**src/rtl/core2wb.sv**
```systemverilog
// core2wb: Ibex-style req/gnt/rvalid port to pipelined Wishbone B4 master.
// Tracks outstanding transfers; a bus-hang watchdog flushes them as errors.
//
// Ports:
//   clk, rst             clock, synchronous active-high reset
//   core_req/gnt/we      core request handshake and write flag
//   core_addr/be/wdata   core request payload (mirrored onto wb_adr/sel/dat_o)
//   core_rvalid/rdata    core response, with core_err for error responses
//   wb_cyc/stb/we        Wishbone master control
//   wb_adr/sel/dat_o     Wishbone request payload
//   wb_dat_i/ack/err     Wishbone response
//   wb_stall             Wishbone pipeline stall
module core2wb #(
  parameter int AW      = 32,
  parameter int DW      = 32,
  parameter int MAX_OUT = 2,
  parameter int TIMEOUT = 255
) (
  input  logic            clk,
  input  logic            rst,
  input  logic            core_req,
  output logic            core_gnt,
  input  logic            core_we,
  input  logic [AW-1:0]   core_addr,
  input  logic [DW/8-1:0] core_be,
  input  logic [DW-1:0]   core_wdata,
  output logic            core_rvalid,
  output logic [DW-1:0]   core_rdata,
  output logic            core_err,
  output logic            wb_cyc,
  output logic            wb_stb,
  output logic            wb_we,
  output logic [AW-1:0]   wb_adr,
  output logic [DW/8-1:0] wb_sel,
  output logic [DW-1:0]   wb_dat_o,
  input  logic [DW-1:0]   wb_dat_i,
  input  logic            wb_ack,
  input  logic            wb_err,
  input  logic            wb_stall
);

  localparam int CW = $clog2(MAX_OUT + 1);
  localparam int WW = $clog2(TIMEOUT);

  localparam logic [CW-1:0] CMAX  = CW'(MAX_OUT);
  localparam logic [CW-1:0] CONE  = CW'(1);
  localparam logic [WW-1:0] WLAST = WW'(TIMEOUT - 1);

  typedef enum logic [1:0] {
    IDLE  = 2'd0,
    BUSY  = 2'd1,
    FLUSH = 2'd2
  } state_t;

  state_t        state_q;
  state_t        state_d;
  logic [CW-1:0] cnt_q;
  logic [CW-1:0] cnt_d;
  logic [WW-1:0] wdog_q;
  logic [WW-1:0] wdog_d;

  logic can_issue;
  logic stb;
  logic gnt;
  logic resp;
  logic flush;
  logic timeout;

  // State register
  always_ff @(posedge clk) begin
    if (rst) begin
      state_q <= IDLE;
      cnt_q   <= '0;
      wdog_q  <= '0;
    end else begin
      state_q <= state_d;
      cnt_q   <= cnt_d;
      wdog_q  <= wdog_d;
    end
  end

  // Next-state logic
  always_comb begin
    cnt_d   = cnt_q;
    wdog_d  = wdog_q;
    state_d = state_q;
    timeout = 1'b0;

    // Flush drains one entry per cycle;
    // otherwise gnt and resp cancel out.
    if (flush) begin
      cnt_d = cnt_q - CONE;
    end else if (gnt && !resp) begin
      cnt_d = cnt_q + CONE;
    end else if (!gnt && resp) begin
      cnt_d = cnt_q - CONE;
    end

    if (gnt || resp || cnt_q == '0) begin
      wdog_d = '0;
    end else if (state_q == BUSY) begin
      wdog_d = wdog_q + WW'(1);
    end else begin
      wdog_d = '0;
    end

    if (state_q == BUSY && wdog_q == WLAST &&
        !resp && !gnt) begin
      timeout = 1'b1;
    end

    unique case (state_q)
      IDLE: begin
        if (gnt) state_d = BUSY;
      end
      BUSY: begin
        if (timeout) begin
          state_d = FLUSH;
          wdog_d  = '0;
        end else if (cnt_d == '0) begin
          state_d = IDLE;
        end
      end
      FLUSH: begin
        if (cnt_q <= CONE) state_d = IDLE;
      end
      default: state_d = IDLE;
    endcase
  end

  // Output logic; every control output is held low during reset
  always_comb begin
    can_issue = (state_q != FLUSH) && (cnt_q < CMAX);
    stb       = core_req & can_issue & ~rst;
    gnt       = stb & ~wb_stall;
    flush     = (state_q == FLUSH) & ~rst;
    // Responses with nothing outstanding are late or stray: drop them.
    resp      = (wb_ack | wb_err) & (cnt_q != '0) &
                (state_q != FLUSH) & ~rst;

    wb_stb      = stb;
    wb_cyc      = stb | ((state_q == BUSY) & ~rst);
    core_gnt    = gnt;
    core_rvalid = resp | flush;
    core_err    = (resp & wb_err) | flush;
    core_rdata  = flush ? '0 : wb_dat_i;
  end

  assign wb_we    = core_we;
  assign wb_adr   = core_addr;
  assign wb_sel   = core_be;
  assign wb_dat_o = core_wdata;

endmodule

```
**config.mk**
```make
export PLATFORM = sky130hd
export DESIGN_NAME = core2wb
export DESIGN_NICKNAME = d
export VERILOG_FILES = /design/src/rtl/core2wb.sv
export SDC_FILE = /design/constraint.sdc
export NUM_CORES = 1
export LEC_CHECK = 0
export ABC_AREA = 0
export CAP_MARGIN = 20
export CELL_PAD_IN_SITES_DETAIL_PLACEMENT = 1
export CELL_PAD_IN_SITES_GLOBAL_PLACEMENT = 1
export CORE_MARGIN = 5
export CORE_UTILIZATION = 15
export CTS_CLUSTER_DIAMETER = 80
export DETAILED_ROUTE_END_ITERATION = 10
export MAX_ROUTING_LAYER = met4
export PLACE_DENSITY_LB_ADDON = 0.1
export SLEW_MARGIN = 20
export SYNTH_ARGS = -nofsm -noshare
export SYNTH_HDL_FRONTEND = slang
export SYNTH_SLANG_ARGS = --single-unit
```
**constraint.sdc**
```tcl
create_clock -name clk -period 2.6 [get_ports clk]
set_input_delay 0.39 -clock clk [delete_from_list [all_inputs] [get_ports clk]]
set_output_delay 0.39 -clock clk [all_outputs]
set_load 0.02 [all_outputs]
```
### Word-level counts from Yosys, hierarchy flattened

Cells that the tools add are included.

| storage, ports and cells | value |
|---|---|
| word-level logic and storage cells | 59 |
| output and inout port bits | 106 |
| bits in registers | 12 |
| bits of input ports | 107 |

| operators by class | value |
|---|---|
| order comparisons | 2 |
| eq/ne operators | 7 |
| bitwise logic cells | 15 |
| reductions and logical operators | 15 |
| add/sub/neg operators | 3 |
| mux-type cells | 14 |

Operators with widths:

| operator | count |
|---|---|
| 32-bit 2-to-1 mux | 1 |
| 8-bit 2-to-1 mux | 4 |
| 2-bit 2-to-1 mux | 7 |
| 1-bit AND | 9 |
| 8-bit by 1-bit adder with 8-bit output, second input constant | 1 |
| 8-bit == test, second input constant | 1 |
| 1-bit logical AND | 6 |
| 2-bit zero test | 3 |
| 2-bit inequality test, second input constant | 3 |
| 2-bit one-hot mux with 3 select lines | 1 |
| 1-bit OR | 4 |
| 3-bit by 2-bit inequality test with 1-bit output, second input constant | 1 |
| 3-bit AND reduction | 1 |
| 2-bit by 1-bit adder with 2-bit output, second input constant | 1 |
| 2-bit by 1-bit == test with 1-bit output, second input constant | 1 |
| 2-bit == test, second input constant | 1 |
| 2-bit by 1-bit <= comparator with 1-bit output, second input constant | 1 |
| 1-bit zero test | 2 |
| 1-bit logical OR | 2 |
| 2-bit < comparator, second input constant | 1 |
| 1-bit NOT | 2 |
| 2-bit nonzero test | 1 |
| 2-bit by 1-bit subtractor with 2-bit output, second input constant | 1 |
| 1-bit 2-to-1 mux | 1 |

### Logic depth before layout (Yosys ltp)

Gate-level depths: netlist of the first run.

| depth | value |
|---|---|
| depth after elaboration | 14 |
| depth in mapped cells | 7 |
| depth with buffers taken out | 7 |

### Worst setup path before layout of the first run

Ideal clock, no wire load.

| timing path | value |
|---|---|
| path type | flip-flop to output port |
| from | register state_q[1] |
| to | output port wb_cyc |
| data required time | 2.210 ns |
| buffers on the path | 1 |
| data arrival time | 1.419 ns |
| slack | 0.791 ns |
| cell stages (with the launch flop) | 5 |
| path through | dfxtp_1 > nor2b_1 > buf_2 > nor3_1 > nand2b_1 |

| on the way | value |
|---|---|
| cells in the longest elaborated chain, start to end | 5 |
| elaborated cells on any way between the ends | 7 |
| classes of those cells | 2 x eq/ne; 4 x bitwise; 1 x reduce/logical |

RTL lines:

| item | line | text |
|---|---|---|
| from (decl) | 55 | `state_t state_q;` |
| from (signal assigned) | 76 | `state_q <= state_d;` |
| 2-bit inequality test | 133 | `can_issue = (state_q != FLUSH) && (cnt_q < CMAX);` |
| 1-bit logical AND | 133 |  |
| 1-bit AND (2 in series) | 134 | `stb = core_req & can_issue & ~rst;` |
| net wb_stb | 31 | `output logic wb_stb,` |
| 1-bit OR | 142 | `wb_cyc = stb \| ((state_q == BUSY) & ~rst);` |
| to (decl) | 30 | `output logic wb_cyc,` |

The timed path passes the listed nets, and every way through them passes these cells.

### Final worst setup path of the first run

| timing path | value |
|---|---|
| from | input port rst |
| to | output port core_rdata[0] |

| on the way | value |
|---|---|
| cells in the longest elaborated chain, start to end | 3 |

RTL lines:

| item | line | text |
|---|---|---|
| from (decl) | 20 | `input logic rst,` |
| 1-bit NOT | 136 | `flush = (state_q == FLUSH) & ~rst;` |
| 1-bit AND | 136 |  |
| 32-bit 2-to-1 mux | 146 | `core_rdata = flush ? '0 : wb_dat_i;` |
| to (decl) | 28 | `output logic [DW-1:0] core_rdata,` |

No other way between the ends.

==> results.txt, run 1 <==
via/cell ratio = 3.40
Initial Utilization = 15.2%
Wirelength per Cell = 11.6 um
final hold vios = 0
DRT Pass-1 Iters = 3
Post-CTS Setup Bufs = 0
initial antenna violation count = 0
Sw Pwr = 0.198 mW
Detailed Place HPWL = 3210 um
CP Capture Type = output pin
final antenna-violating net count = 0
critical path data required time = 2.21 ns
Area growth, synth to finish = 32.7%
DRT iter0 DRCs = 26
EDFF count, synth = 0
GRT overflow = 0
GRT Total Usage = 6.52%
syn avg cell area = 7.64 sq um
Num CTS Buffers = 3
Seq pwr share = 29.4%
Final WS setup = 0.119 ns
total number of vias = 1139
Row Count = 36
Hold WC Path Type = register to register
most frequent cells in the layout = clkdlybuf4s50_1, nor2b_1, nor2_1, dfxtp_1, buf_4
Hold Worst Slack = 0.460 ns
global-route wire length before repair = 5950 um
Tot Pwr = 0.673 mW
fillers = 1185
post-synthesis sequential area ratio = 16.4%
most common cell after layout, fill and taps aside = clkdlybuf4s50_1
worst skew pair latency = 0.24 ns
io pins = 213
final setup violating endpoints = 0
RSZ-0062 raised after global routing = false
Ys Warns = 0
area of the multi-input gates = 659 sq um
MaxCap Viol Count = 0
vias in the first global route = 1228
hold_buf cts = 0
Clock Path Buffers = 2
I/O Buffers = 74
Worst Hold Path Cells = 1
CTS sink count = 12
Gate power share = 39.1%
H-tree depth = 1
register clock-pin slew on the reported worst setup and hold paths = 0.06 ns
core footprint = 9640 sq um
CP arrival = 2.09 ns
setup TNS = 0 ns
reg2reg path depth = 7
CP startpoint kind = input pin
NumNets Final = 314
Synth async-reset ratio = 0%
status = finished clean
top_reg_cell synth = dfxtp_1
Final Util = 20.2%
VDD IR max = 0.000107 V
Worst Skew = 0.00507 ns
Pint = 0.475 mW
placer's final routability congestion estimate = 0.635
Die Wd = 109 um
post-CTS sizing = 0
post-synthesis cell area = 1470 sq um
FF+latch area = 240 sq um
Worst Tran Pin Value = 0.440 ns
aggregate routed wire length = 3900 um
die area = 11900 sq um
Leak = 0.727 nW
pwr dens = 346 nW/um^2
Clk pwr share = 31.5%
Syn Nets = 303
Sw Share = 29.4%
Tmin final = 2.48 ns
Final period util = 95.4%
synthesized instance count = 192
Synth cell types = 34
DRC = 0
pre-CTS setup slack = 0.0957 ns
critical path class = input pin to output pin
Worst slew margin = 70.5%
Root Driver = clkbuf_8
largest net degree at the start of global routing = 34
Fmax = 403 MHz
flops & latches, synth = 12
chip height = 109 um
Max Slew Vio Count = 0
layout cell share with drive strength beyond 1 = 9.90%
# diodes = 0
CTS tree = yes
critical path fanouts, max = 33
[state kept, by name (all words and copies together) (netlist names)]
signal,count
cnt_q,2
wdog_q,8
state_q,2
[layout make-up]
| type | count | area share (%) |
|---|---|---|
| clock buffers | 4 | 2.83 |
| inverters | 4 | 0.771 |
| multi-input cells | 101 | 33.9 |
| flip-flops and latches | 12 | 12.3 |
| well taps | 133 | 8.55 |
| repair buffers | 81 | 41.6 |
[power groups by stage]
stage                     Clock [mW]  Sequential [mW]  Combinational, mW
after floorplan                    0            0.200              0.284
after global placement             0            0.203              0.271
after detailed placement           0            0.203              0.267
after CTS                      0.226            0.198              0.268
after global routing           0.232            0.200              0.284
final                          0.212            0.198              0.263
[path summary, 6_finish.rpt]
check / start / end / slack (ns)
worst max-delay path: rst / core_rdata[0] / 0.12
worst min register to register: wdog_q[0]$_SDFF_PP0_ / wdog_q[0]$_SDFF_PP0_ / 0.46
worst min-delay path: wdog_q[0]$_SDFF_PP0_ / wdog_q[0]$_SDFF_PP0_ / 0.46
worst max register to register: cnt_q[0]$_SDFF_PP0_ / state_q[0]$_SDFFE_PP0P_ / 0.71
[synth_stat cells (2+ instances only)]
cell / count / area share [%]
buf_4: 70 / 36
nor2b_1: 32 / 14
nor2_1: 18 / 4.6
dfxtp_1: 12 / 16
a21oi_1: 5 / 1.7
ha_1: 4 / 3.4
inv_1: 4 / 1.0
nand3_1: 4 / 1.4
nor3_1: 4 / 1.4
xnor2_1: 4 / 2.4
clkbuf_1: 3 / 0.77
nand2_1: 3 / 0.77
or3_1: 3 / 1.3
and2b_1: 2 / 1.0
nand2b_1: 2 / 0.85
nor3_2: 2 / 1.4
o21ai_0: 2 / 0.68
xor2_1: 2 / 1.2
[per-stage QoR]
step	std cells	cell area (sq um)
2_1_floorplan	192	1470
3_3_place_gp	331	1890
3_5_place_dp	331	1890
4_1_cts	335	1940
5_1_grt	335	1950
6_report	335	1950
[worst max-delay path, cell delays in order]
cell,delay (ns)
clkdlybuf4s50_1,0.62
nor2_2,0.09
buf_12,0.17
and2b_1,0.20
clkdlybuf4s50_1,0.60
[logic make-up after synthesis]
family | synth area share, %
AOI/OAI and AO/OA | 5.54
xor gates and xnor gates | 4.69
buffers and inverters | 38.7
DFF | 16.4
and+or+nand+nor | 30.6
muxes | 0.682
adders and majority gates | 3.41
[routing by layer]
| metal | GRT usage (%) | up-vias | wire length (um) |
|---|---|---|---|
| li1 | - | 558 | - |
| met1 | 7.57 | 502 | 1670 |
| met2 | 9.78 | 73 | 1740 |
| met3 | 4.09 | 6 | 464 |
| met4 | 0.902 | 0 | 24 |
| met5 | - | - | 0 |
Note: power is estimated with default switching activity, not from simulation.
==> inputs of run 2 (changes only) <==
--- a/config.mk
+++ b/config.mk
@@ -15,6 +15,7 @@
 export DETAILED_ROUTE_END_ITERATION = 10
 export MAX_ROUTING_LAYER = met4
 export PLACE_DENSITY_LB_ADDON = 0.1
+export RECOVER_POWER = 100
 export SLEW_MARGIN = 20
 export SYNTH_ARGS = -nofsm -noshare
 export SYNTH_HDL_FRONTEND = slang
==> results.txt, run 2 (same netlist as run 1, synthesis figures left out) <==
Row Count = 36
final antenna-violating net count = 0
final hold vios = 0
Worst Hold Path Cells = 1
# diodes = 0
setup TNS = 0 ns
WP buf/inv = 3
placer's final routability congestion estimate = 0.635
NumNets Final = 314
most frequent cells in the layout = clkdlybuf4s50_1, nor2b_1, dlygate4sd3_1, nor2_1, dfxtp_1
H-tree depth = 1
via/cell ratio = 3.41
core footprint = 9640 sq um
hold path startpoint = wdog_q[0]$_SDFF_PP0_
slowest cell delay on critical path = 0.70 ns
Max Slew Vio Count = 0
io pins = 213
Reg with most FFs = wdog_q
Wirelength per Cell = 11.6 um
fillers = 1192
VDD IR max = 0.000107 V
crit path max-delay cell type = dlygate4sd3_1
Root Driver = clkbuf_8
R2R Path Start = cnt_q[0]$_SDFF_PP0_
Final Util = 19.8%
CTS tree = yes
Worst Tran Pin Value = 0.731 ns
Final Non-Filler Cells = 335
Clock Path Buffers = 2
Top Registers = wdog_q (8), cnt_q (2), state_q (2)
total number of vias = 1143
die area = 11900 sq um
Worst slew margin = 50.9%
RSZ-0062 raised after global routing = false
pwr dens = 343 nW/um^2
Hold Worst Slack = 0.460 ns
hold_buf cts = 0
DRT Pass-1 Iters = 4
critical path data required time = 2.21 ns
Fmax = 402 MHz
Hold WC Path Type = register to register
CP startpoint kind = input pin
final setup violating endpoints = 0
I/O Buffers = 74
MaxCap Viol Count = 0
global-route wire length before repair = 5950 um
Area growth, synth to finish = 30.0%
Detailed Place HPWL = 3210 um
status = finished clean
critical path class = input pin to output pin
Tmin final = 2.49 ns
DRT iter0 DRCs = 18
most common cell after layout, fill and taps aside = clkdlybuf4s50_1
aggregate routed wire length = 3890 um
critical path fanouts, max = 33
DRC = 0
Tot Pwr = 0.655 mW
Top delay family on crit path = buffers and inverters
Initial Utilization = 15.2%
Final period util = 95.6%
Num CTS Buffers = 3
worst skew pair latency = 0.24 ns
Reg2Reg Capture Point = state_q[0]$_SDFFE_PP0P_
Largest register FFs = 8
initial antenna violation count = 0
Worst Skew = 0.00497 ns
cells along the critical path = clkdlybuf4s50_1 > nor2_2 > buf_12 > nor2b_1 > dlygate4sd3_1
CTS sink count = 12
Die Wd = 109 um
CP arrival = 2.10 ns
register clock-pin slew on the reported worst setup and hold paths = 0.06 ns
Worst R2R Setup Slack = 0.66 ns
GRT Total Usage = 6.52%
chip height = 109 um
layout cell share with drive strength beyond 1 = 7.43%
largest net degree at the start of global routing = 34
CP Capture Type = output pin
GRT overflow = 0
cell count after placement = 331
hold path endpoint = wdog_q[0]$_SDFF_PP0_
reg2reg path depth = 6
vias in the first global route = 1228
Leak = 0.690 nW
run 2: cell types whose count changed in the layout (fill, tap and decap cells not counted), moves of 2 or more:
cell / previous run / this run
clkdlybuf4s50_1: 72 / 44
dlygate4sd3_1: 0 / 28
clkbuf_1: 0 / 5
buf_4: 6 / 3
dlymetal6s2s_1: 2 / 0
run 2: routing by layer:
metal,vias to the layer above,global-route usage (%),part of all wire [%]
met3,6,4.09,12
met4,0,0.902,0.62
met2,77,9.78,45
met5,-,-,0
met1,501,7.57,42
li1,559,-,-
run 2: where the power goes:
part | switching (mW) | internal, mW
Combinational | 0.110 | 0.136
Sequential | 0.00789 | 0.190
Clock | 0.0777 | 0.134
Total | 0.195 | 0.460
run 2: worst max-delay path by stage:
stage / from / to / slack [ns] / cells after the start
2_1_floorplan: state_q[1]$_SDFFE_PP0P_ / wb_cyc / 0.79 / 4
3_3_place_gp: rst / core_gnt / 0.1 / 4
3_5_place_dp: rst / core_gnt / 0.1 / 4
4_1_cts: cnt_q[0]$_SDFF_PP0_ / core_rvalid / 0.07 / 5
5_1_grt: rst / core_rdata[9] / 0.03 / 5
6_report: rst / core_rdata[1] / 0.11 / 5
run 2: timing repair:
| action | in CTS | in global routing |
|---|---|---|
| resized for setup | 0 | 2 |
| buffers inserted | 0 | 0 |
| setup endpoints to repair | 0 | 2 |
run 2: layout make-up:
| cell class | instances | area, sq um | area share [%] |
|---|---|---|---|
| Sequential cell | 12 | 240 | 12.6 |
| Timing Repair Buffer | 81 | 782 | 41.0 |
| Multi-Input combinational cell | 101 | 649 | 34.0 |
| Inverter | 4 | 15.0 | 0.787 |
| Clock buffer | 4 | 55.1 | 2.89 |
| Tap cell | 133 | 166 | 8.72 |
run 2: metrics by stage:
step           cell area (sq um)  worst slack [ns]
2_1_floorplan               1470             0.791
3_3_place_gp                1890            0.0983
3_5_place_dp                1890            0.0957
4_1_cts                     1940            0.0708
5_1_grt                     1910            0.0312
6_report                    1910             0.114
